`src/rtl/bus_xfer_pkg.sv`:
```
// Shared types and bus code constants for the bus transfer sequencer.
// Datapath bus codes: 1..16 = R0..R15, then HI, LO, ZHI, ZLO, PC, MDR, Inport, C.
package bus_xfer_pkg;

  localparam int DEF_NUM_SRC = 24;
  localparam int DEF_CODE_W  = 5;
  localparam int CNT_W       = 4;

  typedef enum logic [1:0] {
    IDLE  = 2'd0,
    DRIVE = 2'd1,
    LATCH = 2'd2
  } xfer_state_t;

  localparam logic [4:0] CODE_NONE   = 5'd0;
  localparam logic [4:0] CODE_R0     = 5'd1;
  localparam logic [4:0] CODE_R1     = 5'd2;
  localparam logic [4:0] CODE_R2     = 5'd3;
  localparam logic [4:0] CODE_R3     = 5'd4;
  localparam logic [4:0] CODE_R4     = 5'd5;
  localparam logic [4:0] CODE_R5     = 5'd6;
  localparam logic [4:0] CODE_R6     = 5'd7;
  localparam logic [4:0] CODE_R7     = 5'd8;
  localparam logic [4:0] CODE_R8     = 5'd9;
  localparam logic [4:0] CODE_R9     = 5'd10;
  localparam logic [4:0] CODE_R10    = 5'd11;
  localparam logic [4:0] CODE_R11    = 5'd12;
  localparam logic [4:0] CODE_R12    = 5'd13;
  localparam logic [4:0] CODE_R13    = 5'd14;
  localparam logic [4:0] CODE_R14    = 5'd15;
  localparam logic [4:0] CODE_R15    = 5'd16;
  localparam logic [4:0] CODE_HI     = 5'd17;
  localparam logic [4:0] CODE_LO     = 5'd18;
  localparam logic [4:0] CODE_ZHI    = 5'd19;
  localparam logic [4:0] CODE_ZLO    = 5'd20;
  localparam logic [4:0] CODE_PC     = 5'd21;
  localparam logic [4:0] CODE_MDR    = 5'd22;
  localparam logic [4:0] CODE_INPORT = 5'd23;
  localparam logic [4:0] CODE_C      = 5'd24;

endpackage

```
`src/rtl/bus_code_decoder.sv`:
```
// Bus code to one-hot strobe decoder; code c drives bit c-1.
// Code 0 and codes above NUM_SRC decode to all-zero with valid_o low.
module bus_code_decoder
  import bus_xfer_pkg::*;
#(
  parameter int NUM_SRC = DEF_NUM_SRC,
  parameter int CODE_W  = DEF_CODE_W
) (
  input  logic [CODE_W-1:0]  code_i,
  output logic [NUM_SRC-1:0] onehot_o,
  output logic               valid_o
);

  always_comb begin
    onehot_o = '0;
    for (int i = 0; i < NUM_SRC; i++) begin
      onehot_o[i] = (int'(code_i) == i + 1);
    end
    valid_o = |onehot_o;
  end

endmodule

```
`src/rtl/bus_transfer_sequencer.sv`:
```
// Register-transfer sequencer: drive one source strobe, settle, load one dest.
// Optional BUS_XFER_COUNT_EN adds a saturating completed-transfer counter.
module bus_transfer_sequencer
  import bus_xfer_pkg::*;
#(
  parameter int NUM_SRC       = DEF_NUM_SRC,
  parameter int CODE_W        = DEF_CODE_W,
  parameter int SETTLE_CYCLES = 1
) (
  input  logic               clock,
  input  logic               clear,
  input  logic               cmd_valid,
  output logic               cmd_ready,
  input  logic [CODE_W-1:0]  cmd_src,
  input  logic [CODE_W-1:0]  cmd_dst,
  output logic [NUM_SRC-1:0] src_out,
  output logic [NUM_SRC-1:0] dst_in,
  output logic               busy,
  output logic               done,
  output logic               cmd_error
`ifdef BUS_XFER_COUNT_EN
  ,
  output logic [15:0]        xfer_count
`endif
);

  localparam logic [CNT_W-1:0] CNT_INIT = CNT_W'(SETTLE_CYCLES - 1);

  xfer_state_t        state_q;
  logic [CNT_W-1:0]   cnt_q;
  logic [NUM_SRC-1:0] src_q;
  logic [NUM_SRC-1:0] dst_sel_q;
  logic [NUM_SRC-1:0] dst_q;
  logic               busy_q;
  logic               done_q;
  logic               err_q;

  logic [NUM_SRC-1:0] src_oh;
  logic [NUM_SRC-1:0] dst_oh;
  logic               src_ok;
  logic               dst_ok;

  bus_code_decoder #(
    .NUM_SRC (NUM_SRC),
    .CODE_W  (CODE_W)
  ) u_src_dec (
    .code_i   (cmd_src),
    .onehot_o (src_oh),
    .valid_o  (src_ok)
  );

  bus_code_decoder #(
    .NUM_SRC (NUM_SRC),
    .CODE_W  (CODE_W)
  ) u_dst_dec (
    .code_i   (cmd_dst),
    .onehot_o (dst_oh),
    .valid_o  (dst_ok)
  );

  // Gated by clear so ready is low for the whole reset interval.
  assign cmd_ready = (state_q == IDLE) && clear;

`ifdef BUS_XFER_COUNT_EN
  logic [15:0] cnt_xfer_q;
  assign xfer_count = cnt_xfer_q;
`endif

  always_ff @(posedge clock or negedge clear) begin
    if (!clear) begin
      state_q   <= IDLE;
      cnt_q     <= '0;
      src_q     <= '0;
      dst_sel_q <= '0;
      dst_q     <= '0;
      busy_q    <= 1'b0;
      done_q    <= 1'b0;
      err_q     <= 1'b0;
`ifdef BUS_XFER_COUNT_EN
      cnt_xfer_q <= '0;
`endif
    end else begin
      done_q <= 1'b0;
      unique case (state_q)
        IDLE: begin
          if (cmd_valid) begin
            if (src_ok && dst_ok) begin
              state_q   <= DRIVE;
              src_q     <= src_oh;
              dst_sel_q <= dst_oh;
              cnt_q     <= CNT_INIT;
              busy_q    <= 1'b1;
              err_q     <= 1'b0;
            end else begin
              err_q <= 1'b1;
            end
          end
        end
        DRIVE: begin
          if (cnt_q == '0) begin
            state_q <= LATCH;
            dst_q   <= dst_sel_q;
          end else begin
            cnt_q <= cnt_q - 1'b1;
          end
        end
        LATCH: begin
          state_q <= IDLE;
          src_q   <= '0;
          dst_q   <= '0;
          busy_q  <= 1'b0;
          done_q  <= 1'b1;
`ifdef BUS_XFER_COUNT_EN
          if (cnt_xfer_q != 16'hFFFF) begin
            cnt_xfer_q <= cnt_xfer_q + 16'd1;
          end
`endif
        end
        default: begin
          state_q <= IDLE;
        end
      endcase
    end
  end

  assign src_out   = src_q;
  assign dst_in    = dst_q;
  assign busy      = busy_q;
  assign done      = done_q;
  assign cmd_error = err_q;

endmodule
```
`config.mk`:
```
export PLATFORM = sky130hd
export DESIGN_NAME = bus_transfer_sequencer
export DESIGN_NICKNAME = d
export VERILOG_FILES = /design/src/rtl/bus_xfer_pkg.sv /design/src/rtl/bus_code_decoder.sv /design/src/rtl/bus_transfer_sequencer.sv
export SDC_FILE = /design/constraint.sdc
export NUM_CORES = 1
export LEC_CHECK = 0
export CAP_MARGIN = 20
export CELL_PAD_IN_SITES_DETAIL_PLACEMENT = 1
export CELL_PAD_IN_SITES_GLOBAL_PLACEMENT = 1
export CORE_MARGIN = 5
export CORE_UTILIZATION = 41
export DETAILED_ROUTE_END_ITERATION = 10
export GPL_TIMING_DRIVEN = 0
export PLACE_DENSITY_LB_ADDON = 0.05
export SLEW_MARGIN = 10
export SYNTH_ARGS = -nofsm -noshare
export SYNTH_HDL_FRONTEND = slang
export SYNTH_SLANG_ARGS = --single-unit
```
`constraint.sdc`:
```
create_clock -name clock -period 2 [get_ports clock]
set_input_delay 0.3 -clock clock [delete_from_list [all_inputs] [get_ports clock]]
set_output_delay 0.3 -clock clock [all_outputs]
set_load 0.005 [all_outputs]
```
=== Yosys cells after proc, flatten, opt, wreduce, memory -nomap -nowiden ===
Cells that the tools add are included.

* Flip-flop bits (word level): 81
* Logic and storage cells: 96
* Output and inout bits: 52
* Input bits: 13

* Equal/unequal tests: 54
* Reduce and logical (&&, ||, !) cells: 15
* Mux-type cells: 18
* Add/subtract/negate cells: 1

{| class="wikitable"
|+ Operators by type and width
! operator !! count
|-
| == test 5 bit (second input constant) || 32
|-
| case mux 24 bit (2 select lines) || 2
|-
| 2-to-1 mux 24 bit || 3
|-
| == test 5 x 4 -> 1 bit (second input constant) || 10
|-
| OR reduction 24 bit || 2
|-
| == test 5 x 3 -> 1 bit (second input constant) || 4
|-
| 2-to-1 mux 4 bit || 3
|-
| == test 5 x 2 -> 1 bit (second input constant) || 2
|-
| AND reduction 3 bit || 3
|-
| case mux 4 bit (2 select lines) || 1
|-
| 2-to-1 mux 2 bit || 3
|-
| inequality test 2 bit (second input constant) || 3
|-
| nonzero test 2 bit || 3
|-
| logical NOT 4 bit || 1
|-
| 2-to-1 mux 1 bit || 4
|-
| case mux 2 bit (2 select lines) || 1
|-
| AND reduction 2 bit || 2
|-
| AND reduction 4 bit || 1
|-
| subtractor 4 x 1 -> 4 bit (second input constant) || 1
|-
| == test 2 x 1 -> 1 bit (second input constant) || 1
|-
| == test 2 bit (second input constant) || 1
|-
| logical AND 1 bit || 2
|-
| logical NOT 2 bit || 1
|-
| inequality test 2 x 1 -> 1 bit (second input constant) || 1
|-
| case mux 1 bit (2 select lines) || 1
|}

=== Depth between registers and ports, before layout ===
Gate-level depths: netlist of the first run.

* Depth after elaboration: 6
* Gate-level depth with buffers: 8
* Depth with buffers taken out: 7

=== Hierarchy ===
A second synthesis of the first run with hierarchy kept.

* Cells, all modules: 278
* Area, all modules: 3,449.6 µm²

{| class="wikitable"
|+ Modules (own cells, without submodules)
! module !! cells an instance !! seq. area each (µm²) !! times used !! area each (µm²)
|-
| bus_transfer_sequencer || 200 || 2,026.9 || 1 || 3,056.7
|-
| bus_code_decoder || 39 || 0.0 || 2 || 196.4
|}

=== Least setup slack after synthesis of the first run ===
OpenSTA, ideal clock, no wires.

* Kind: input to register
* From: in cmd_dst[1]
* To: reg dst_sel_q[17]
* Arrival time: 1.789 ns
* Path slack: 0.085 ns
* Cell stages on the path: 7
* Path buffers: 3
* Required time: 1.875 ns
* Library setup time: 0.125 ns
* Cells stage by stage: buf_2 > nor3_1 > o22ai_4 > nor4_2 > buf_6 > buf_6 > mux2_4

* Cells in the longest elaborated chain, start to end: 4
* Elaborated cells between the ends (all ways): 27
* Classes of those cells: 24 x eq/ne; 3 x reduce/logical

{| class="wikitable"
|+ Ends and longest elaborated chain
! element !! RTL line !! RTL
|-
| start, declared || bus_transfer_sequencer.sv:15 || <nowiki>input logic [CODE_W-1:0] cmd_dst,</nowiki>
|-
| == test 5 x 2 -> 1 bit, or another cell as far along || bus_code_decoder.sv:17 || <nowiki>onehot_o[i] = (int'(code_i) == i + 1);</nowiki>
|-
| OR reduction 24 bit || bus_code_decoder.sv:19 || <nowiki>valid_o = |onehot_o;</nowiki>
|-
| logical AND 1 bit || bus_transfer_sequencer.sv:87 || <nowiki>if (src_ok && dst_ok) begin</nowiki>
|-
| AND reduction 3 bit (no source line) || - ||
|-
| end signal, assigned || bus_transfer_sequencer.sv:90 || <nowiki>dst_sel_q <= dst_oh;</nowiki>
|-
| end, declared || bus_transfer_sequencer.sv:32 || <nowiki>logic [NUM_SRC-1:0] dst_sel_q;</nowiki>
|}

Several ways; a longest one is shown, not always the timed one.
A chain may end at the register's enable or synchronous reset.

=== Worst setup path after layout of the first run ===
* From: in cmd_src[2]
* To: reg src_q[2], in the netlist src_out[2]

* Cells in the longest elaborated chain, start to end: 5
* Elaborated cells between the ends (all ways): 31
* Classes of those cells: 25 x eq/ne; 3 x mux; 3 x reduce/logical

{| class="wikitable"
|+ Ends and longest elaborated chain
! element !! RTL line !! RTL
|-
| start, declared || bus_transfer_sequencer.sv:14 || <nowiki>input logic [CODE_W-1:0] cmd_src,</nowiki>
|-
| == test 5 x 2 -> 1 bit, or another cell as far along || bus_code_decoder.sv:17 ||
|-
| OR reduction 24 bit || bus_code_decoder.sv:19 ||
|-
| logical AND 1 bit || bus_transfer_sequencer.sv:87 ||
|-
| inequality test 2 x 1 -> 1 bit (no source line) || - ||
|-
| AND reduction 3 bit (no source line) || - ||
|-
| end signal, assigned || bus_transfer_sequencer.sv:89 || <nowiki>src_q <= src_oh;</nowiki>
|-
| end, declared || bus_transfer_sequencer.sv:31 || <nowiki>logic [NUM_SRC-1:0] src_q;</nowiki>
|}

Several ways; a longest one is shown, not always the timed one. The select of a mux whose other input is x is not followed.

==> metrics, run 1 <==
Die Span Y=104 µm; placed cells=506; status=completed; Period minus WS final=around 2 ns; chip width=104 µm; Ports=65; FILL cells=947; yosys warns=0; Worst Setup Slack, final=roughly 0.053 ns; vias in the first global route=3,057; Total GRT Usage=between 15 and 20%; Avg Cell Area, Syn=10.8 µm²; largest net degree at the start of global routing=43; reg-to-reg slack, setup=between 0.15 and 0.2 ns; Static Leakage=0.00227 µW; max-slew violations=0; share of layout cells above drive strength 1=20.1%; Clock transition at path regs=about 0.090 ns; syn_nets=352; register area=between 0.002 and 0.0025 mm²; Place WS=-0.770 ns; Clock Latency Late Sink=0.35 ns; asr flop ratio synth=100%; critical path class=in2reg; Worst Max-Slew Pin Slew=0.545 ns; maximum vdd drop=0.000392 V; post-synthesis sequential area ratio=55.8%; worst path required time=2.25 ns; Num CTS Buffers=9; clk_skew=approximately 0.008 ns; Yosys cell types=44; Post-Synthesis Cell Area=0.00363 mm²; RR Endpoint=dst_sel_q[18]$_DFFE_PN0P_; ys flop type=dfrtp_1; Synth area leaders=dfrtp_1 56%, nand2_1 6.7%, mux2_2 5.6%; worst reg2reg path startpoint=state_q[1]$_DFFE_PN0P_; post-route setup TNS=0 ns; post-synthesis adder-cell area fraction=less than 1%; mux share of post-synthesis cell area=11.2%; Rows=34; Pre-antenna DRT Iters=4; DRC=0; DR WL/cell=about 18 µm; # H-tree levels=3; clk buf depth=2; Post-synth EDFFs=0; pwr/cell area=795 mW/mm²; Critical Path Fanout Max=8; root buf cell=clkbuf_8; synthesized instance count=337; Finished Layout Cells=530; Worst Path Arrival=around 2.2 ns; fmax=514 MHz; crit path capture type=flip-flop; GPL Wtd Cong=0.777; final hold viol count=0; hpwl dp=between 6 and 7 mm; Layout Nets=432; Max Cap Violations=0; CTS tree=done; vias per cell=5.34; port buffer count=60; main combinational cell family by area after synthesis=simple AND/OR/NAND/NOR gates; final count of negative-setup-slack endpoints=0; Synth Area in XOR/XNOR=0%; drt total wl=a little under 10 mm; antenna-violating nets left=0; clk sinks=81; total gr overflow=0; die area=around 0.011 mm²; period utilization=between 90% and 100%; Yosys top cell by area=dfrtp_1; Synth Area in Compound Gates=7.30%; Initial Util=41.9%; vias=2,828; slew margin rel.=63.5%; Initial DRC Count=92; area of the multi-input gates=0.00149 mm²; initial antenna violation count=0; Area Growth Syn to Fin=32.0%; reg2reg path depth=6; Synth top area share=55.8%; area fraction in and, or, nand and nor cells after synthesis=21.0%; first-pass GRT wire length=15.9 mm; crit start category=input pin; count of state elements after synthesis=a little over 80; Worst Hold Slack=0.000164 ns; Antenna Cells=0; Placeable Area=0.00868 mm²; Hold Path Class=in2async
## how the worst max path moves through the flow
stage / start / to / slack, ns / depth (start not counted)
after CTS: state_q[0]$_DFFE_PN0P_ / cmd_ready / 0.02 / 3
final: cmd_src[2] / src_out[2]$_DFFE_PN0P_ / 0.05 / 7
after detailed placement: cmd_src[1] / dst_sel_q[8]$_DFFE_PN0P_ / -0.77 / 6
after floorplan: cmd_dst[1] / dst_sel_q[17]$_DFFE_PN0P_ / 0.09 / 7
after global routing: cmd_src[2] / src_out[0]$_DFFE_PN0P_ / -0.01 / 6
after global placement: clear / cmd_ready / -2.70 / 3
## sequential cells by signal, summed over array words and instances, names as in the netlist
signal,count
src_out,24
dst_sel_q,24
state_q,2
cmd_error,1
cnt_q,4
dst_in,24
busy,1
done,1
## synthesized netlist by cell type (all sizes together), types with 3 or more instances
master,count
a32o,12
dfrtp,81
buf,11
nand3,27
clkbuf,10
nor3,11
nor2,29
mux2i,4
nor2b,4
a22o,3
or2,4
nand2,65
nand2b,9
inv,8
mux2,29
## what timing repair did
item / 4_1_cts / 5_1_grt
buffers inserted: 2 / 5
pin swaps: 2 / 5
endpoints found under the hold margin: 39 / 0
resized for setup: 11 / 16
endpoints found under the setup margin: 74 / 47
hold buffers: 4 / 0
## logic make-up (layout without fill, tap and decap cells)
logic type,count (synthesis),after routing
compound gates,29,29
mux,33,33
fa+ha+maj,2,2
simple gates,163,163
flops,81,81
buf+inv,29,114
## report_power, final
part / internal (µW) / total, µW / switching [µW]
clock: 863 / 1470 / 611
combinational: 274 / 579 / 305
sequential: 1710 / 1760 / 51.4
## metrics by stage
step	total power (µW)	utilization (%)	area [µm²]
2_1_floorplan	2060	-	3630
3_3_place_gp	2310	50.4	4370
3_5_place_dp	2330	50.6	4400
4_1_cts	3820	54.6	4730
5_1_grt	3980	55.3	4800
6_report	3820	55.3	4800
## critical path, stage by stage
cell	delay, ns
dlygate4sd2_1	0.30
o311ai_2	0.30
o211ai_1	0.27
a2111o_1	0.48
buf_6	0.17
buf_4	0.14
a22o_1	0.22
## layout make-up
| cell class | instances | share of cell area (%) |
|---|---|---|
| Sequential cell | 81 | 42.3 |
| Multi-Input combinational cell | 227 | 31.1 |
| Timing Repair Buffer | 72 | 15.8 |
| Clock buffer | 11 | 2.95 |
| Tap cell | 108 | 2.82 |
| Buffer | 18 | 2.29 |
| Clock inverter | 5 | 2.14 |
| Inverter | 8 | 0.626 |
## cells in the final DEF, fill, tap and decap left out, drive strengths merged, types with 3 or more instances in the layout
cell,Yosys,layout
dfrtp,81,81
inv,8,8
nand2b,9,9
clkdlybuf4s50,0,54
bufinv,0,3
nor2b,4,4
clkbuf,10,19
or2,4,4
nor2,29,29
nand2,65,65
mux2i,4,4
a22o,3,3
nand3,27,27
a32o,12,12
buf,11,24
mux2,29,29
nor3,11,11
## metal layers
layer / track usage (%) / up-vias / wire length, µm
li1: - / 1319 / -
met1: 25.3 / 1434 / 4570
met2: 28.2 / 62 / 4530
met3: 3.29 / 13 / 362
met4: 5.74 / 0 / 150
met5: 0 / - / 0
Note: power is estimated with default switching activity, not from simulation.
==> run 2: changes to the inputs <==
clock period = 1.8 ns   (was 2 ns; I/O delays follow)
==> run 2 against run 1 <==
- combinational power is 21% higher
- wire length is 0.43% higher
- critical path depth is 1 higher
- worst setup slack better by 0.011 ns
- clock power hardly changed
- first-iteration DRC count is 8.7% lower
- sequential share of layout area is 1.0 points lower
- sequential power is 11% higher
- final area is 2.4% higher
- clock skew is 0.0034 ns higher
==> metrics, run 2 (synthesized netlist as in run 1, its figures left out) <==
status=completed (unchanged); DRC=0 (unchanged); Rows=34 (unchanged); switching pwr=1090 µW (was 968 µW); fmax=between 500 and 600 MHz; Worst Path Arrival=1.98 ns (was 2.19 ns); vias per cell=5.31 (was 5.34); combinational power share=17.0% (was 15.2%); die area=0.0108 mm² (unchanged); Area Growth Syn to Fin=35.2% (was 32.0%); Clock Latency Late Sink=0.36 ns (was 0.35 ns); Hold Path Class=in2async (unchanged); CTS tree=done (unchanged); Initial DRC Count=84 (was 92); Layout Nets=437 (was 432); Antenna Cells=0 (unchanged); chip width=104 µm (unchanged); max-slew violations=0 (unchanged); Worst Hold Slack=0.207 ns (was 0.000164 ns); worst path required time=2.04 ns (was 2.25 ns); Max Cap Violations=0 (unchanged); total gr overflow=0 (unchanged); Worst Max-Slew Pin Slew=0.564 ns (was 0.545 ns); root buf cell=clkbuf_8 (unchanged); initial antenna violation count=0 (unchanged); largest net degree at the start of global routing=43 (unchanged); clk_skew=0.0114 ns (was 0.00797 ns); crit path capture type=flip-flop (unchanged); Initial Util=41.9% (unchanged); final hold viol count=0 (unchanged); placed cells=506 (unchanged); maximum vdd drop=0.000338 V (was 0.000392 V); # H-tree levels=3 (unchanged); Total GRT Usage=18.3% (was 18.0%); Critical Path Fanout Max=6 (was 8); commonest non-fill, non-tap cells in the layout=79 x dfrtp_1, 65 x nand2_1, 52 x clkdlybuf4s50_1, 28 x nor2_1, 26 x nand3_1 (was 79 x dfrtp_1, 65 x nand2_1, 54 x clkdlybuf4s50_1, 28 x nor2_1, 26 x nand3_1); Clk pwr share=35.5% (was 38.6%); Finished Layout Cells=535 (was 530); critical path class=in2reg (unchanged); final core utilization=56.6% (was 55.3%); antenna-violating nets left=0 (unchanged); Die Span Y=104 µm (unchanged); crit start category=input pin (unchanged); hpwl dp=6.62 mm (was 6.64 mm); first-pass GRT wire length=16.3 mm (was 15.9 mm); Ports=65 (unchanged); Static Leakage=0.00232 µW (was 0.00227 µW); Num CTS Buffers=9 (unchanged); vias in the first global route=3,160 (was 3,057); clk sinks=81 (unchanged); Placeable Area=0.00868 mm² (unchanged); pwr/cell area=836 mW/mm² (was 795 mW/mm²); period utilization=96.4%; Internal=3020 µW (was 2850 µW); commonest non-fill, non-tap cell in the layout=dfrtp_1 (unchanged); Design Area, Final=0.00491 mm² (was 0.00480 mm²); vias=2,839 (was 2,828); clk buf depth=2 (unchanged); Net Sw Frac=26.5% (was 25.4%); reg2reg path depth=5 (was 6); slew margin rel.=62.3% (was 63.5%); dpl cell area=0.00442 mm² (was 0.00440 mm²); share of layout cells above drive strength 1=22.2% (was 20.1%); drt total wl=9.65 mm (was 9.61 mm); DR WL/cell=18.0 µm (was 18.1 µm); FILL cells=946 (was 947); post-route setup TNS=0 ns (unchanged); Pre-antenna DRT Iters=4 (unchanged); GPL Wtd Cong=0.765 (was 0.777); Clock transition at path regs=0.08 ns (was 0.09 ns); port buffer count=60 (unchanged); Period minus WS final=1.74 ns; final count of negative-setup-slack endpoints=0 (unchanged); sequential power share=47.5% (was 46.2%)
[run 2: cell count changes in the layout (fill, tap and decap cells not counted), moves of 2 or more]
cell | previous run | this run
buf_2 | 6 | 3
buf_4 | 6 | 10
buf_8 | 0 | 2
clkdlybuf4s50_1 | 54 | 52
[run 2: metrics by stage]
stage          setup WS (ns)  total power [µW]
2_1_floorplan        -0.0395              2300
5_1_grt             -0.00759              4290
6_report              0.0647              4110
3_3_place_gp           -2.83              2570
3_5_place_dp          -0.953              2600
4_1_cts              0.00744              4120
[run 2: power by group through the flow]
stage	Combinational, µW	Clock, µW	Sequential [µW]
after detailed placement	612	0	1980
after CTS	682	1490	1950
after floorplan	318	0	1980
after global routing	761	1570	1960
after global placement	591	0	1980
final	699	1460	1950
[run 2: what timing repair did]
| action | in CTS | in global routing |
|---|---|---|
| gates cloned | 0 | 1 |
| hold buffers | 5 | 0 |
| resized for setup | 25 | 21 |
| buffers inserted | 8 | 1 |
| hold endpoints to repair | 39 | 0 |
| pin swaps | 5 | 4 |
| setup endpoints to repair | 77 | 72 |
[run 2: path summary, 6_finish.rpt]
kind / start / endpoint / slack, ns
worst max-delay path: cmd_src[3] / dst_sel_q[3]$_DFFE_PN0P_ / 0.06
worst min-delay path: clear / src_out[15]$_DFFE_PN0P_ / 0.21
worst max register to register: state_q[1]$_DFFE_PN0P_ / src_out[20]$_DFFE_PN0P_ / 0.09
worst min register to register: dst_sel_q[16]$_DFFE_PN0P_ / dst_in[16]$_DFFE_PN0P_ / 0.47
max in group asynchronous: clear / dst_sel_q[19]$_DFFE_PN0P_ / 0.80
min in group clock: cmd_valid / cmd_error$_DFFE_PN0P_ / 0.24
[run 2: cell type report]
class                   instances  area (µm²)  area share, %
clock buffers                  11         131           2.67
clock inverters                 5        80.1           1.63
inverters                       8        30.0          0.611
well taps                     108         135           2.75
repair buffers                 76         823           16.8
flip-flops and latches         81        2030           41.3
plain buffers                  19         153           3.11
multi-input cells             227        1530           31.2
[run 2: metal layers]
metal  vias up  wire length (µm)  part of all wire (%)  GRT usage (%)
met5         -                 0                     0              0
met4         0               153                   1.6           6.29
met3        12               271                   2.8           2.67
met2        56              4600                    48           29.9
met1      1441              4630                    48           25.0
li1       1330                 -                     -              -
[run 2: critical path, stage by stage]
cell	delay (ns)
clkdlybuf4s15_1	0.32
or2_2	0.16
o211ai_1	0.09
buf_4	0.17
nor4_4	0.32
buf_6	0.19
buf_12	0.11
mux2_2	0.33
==> run 3: changes to the inputs <==
CAP_MARGIN = 40   (was 20)
==> run 3 against run 2 <==
- wire length unchanged
- clock power about the same
- via count unchanged
- clock-buffer cell count is the same
- register-to-register slack is essentially flat
- flip-flop and latch count unchanged
- final area unchanged
- critical endpoint unchanged
==> metrics, run 3 (synthesized netlist as in run 1, its figures left out) <==
drt total wl=9.65 mm (unchanged); Num CTS Buffers=9 (unchanged); Critical Path Fanout Max=6 (unchanged); share of layout cells above drive strength 1=22.2% (unchanged); die area=0.0108 mm² (unchanged); clk_skew=0.0114 ns (unchanged); Layout Nets=437 (unchanged); vias=2,839 (unchanged); total gr overflow=0 (unchanged); vias per cell=5.31 (unchanged); antenna-violating nets left=0 (unchanged); Antenna Cells=0 (unchanged); Rows=34 (unchanged); Worst Path Arrival=1.98 ns (about the same); Worst Setup Slack, final=0.0647 ns (unchanged); CTS tree=done (unchanged); Static Leakage=0.00232 µW (unchanged); commonest non-fill, non-tap cells in the layout=79 x dfrtp_1, 65 x nand2_1, 52 x clkdlybuf4s50_1, 28 x nor2_1, 26 x nand3_1 (unchanged); maximum vdd drop=0.000338 V (unchanged); initial antenna violation count=0 (unchanged); Area Growth Syn to Fin=35.2% (unchanged); clk buf depth=2 (unchanged); DR WL/cell=18.0 µm (unchanged); Period minus WS final=1.74 ns (unchanged); register area=0.00203 mm² (unchanged); Clock transition at path regs=0.08 ns (about the same); Max Cap Violations=0 (unchanged); period utilization=96.4% (unchanged); final count of negative-setup-slack endpoints=0 (unchanged); Initial Util=41.9% (unchanged); area of the multi-input gates=0.00153 mm² (unchanged); Pre-antenna DRT Iters=4 (unchanged); GPL Wtd Cong=0.765 (unchanged); first-pass GRT wire length=16.3 mm (unchanged); Placeable Area=0.00868 mm² (unchanged); Hold Path Class=in2async (unchanged); critical path class=in2reg (unchanged); Worst Max-Slew Pin Slew=0.564 ns (unchanged); Place WS=-0.953 ns (unchanged); max-slew violations=0 (unchanged); clk sinks=81 (unchanged); vias in the first global route=3,160 (unchanged); slew margin rel.=62.3% (unchanged); largest net degree at the start of global routing=43 (unchanged); post-route setup TNS=0 ns (unchanged); FILL cells=946 (unchanged); final hold viol count=0 (unchanged); root buf cell=clkbuf_8 (unchanged); Clock Latency Late Sink=0.36 ns (about the same); chip width=104 µm (unchanged); Initial DRC Count=84 (unchanged); crit path capture type=flip-flop (unchanged); Design Area, Final=0.00491 mm² (unchanged); port buffer count=60 (unchanged); Die Span Y=104 µm (unchanged); hpwl dp=6.62 mm (unchanged); Worst Hold Slack=0.207 ns (unchanged); DRC=0 (unchanged); commonest non-fill, non-tap cell in the layout=dfrtp_1 (unchanged); pwr/cell area=836 mW/mm² (unchanged); crit start category=input pin (unchanged); fmax=576 MHz (unchanged); worst path required time=2.04 ns (about the same); # H-tree levels=3 (unchanged); Total GRT Usage=18.3% (unchanged); dpl cell area=0.00442 mm² (unchanged); status=completed (unchanged); Ports=65 (unchanged)
==> run 3: worst paths after layout <==
kind / from / end / slack (ns) / cells past startpoint
max: cmd_src[3] / dst_sel_q[3]$_DFFE_PN0P_ / 0.06 / 8
min: clear / src_out[15]$_DFFE_PN0P_ / 0.21 / 4
max reg2reg: state_q[1]$_DFFE_PN0P_ / src_out[20]$_DFFE_PN0P_ / 0.09 / 5
min reg2reg: dst_sel_q[16]$_DFFE_PN0P_ / dst_in[16]$_DFFE_PN0P_ / 0.47 / 2
max in group asynchronous: clear / dst_sel_q[19]$_DFFE_PN0P_ / 0.80 / 5
min in group clock: cmd_valid / cmd_error$_DFFE_PN0P_ / 0.24 / 3
==> run 3: timing repair <==
item | 4_1_cts | 5_1_grt
gates resized for setup | 25 | 21
cloned | 0 | 1
hold buffers | 5 | 0
setup endpoints to repair | 77 | 72
setup buffers | 8 | 1
pin swaps | 5 | 4
endpoints found under the hold margin | 39 | 0
==> run 3: layer usage <==
metal / track usage, % / routed length, µm
met5: 0 / 0
met4: 6.29 / 153
met3: 2.67 / 271
met2: 29.9 / 4600
met1: 25.0 / 4630
==> run 3: cell type report <==
cell class	count	share of cell area (%)
timing repair buffer	76	16.8
buffer	19	3.11
inverter	8	0.611
multi-input combinational	227	31.2
clock inverter	5	1.63
clock buffer	11	2.67
tap	108	2.75
sequential	81	41.3
==> run 3: power by group <==
group | switching (µW) | internal [µW] | total (µW) | leakage (µW)
logic | 359 | 339 | 699 | 0.00111
registers | 49.8 | 1900 | 1950 | 0.00111
clock network | 679 | 781 | 1460 | 0.0000995
==> run 3: worst max-delay path, stage by stage <==
cell and delay, ns:
clkdlybuf4s15_1 0.32, or2_2 0.16, o211ai_1 0.09, buf_4 0.17, nor4_4 0.32, buf_6 0.19, buf_12 0.11, mux2_2 0.33
==> run 3: per-stage QoR <==
step | utilization [%] | cells | power (µW)
finish | 56.6 | 535 | 4110
global route | 56.6 | 535 | 4290
CTS | 55.8 | 533 | 4120
detailed placement | 51.0 | 506 | 2600
global placement | 50.7 | 505 | 2570
floorplan | - | 337 | 2300
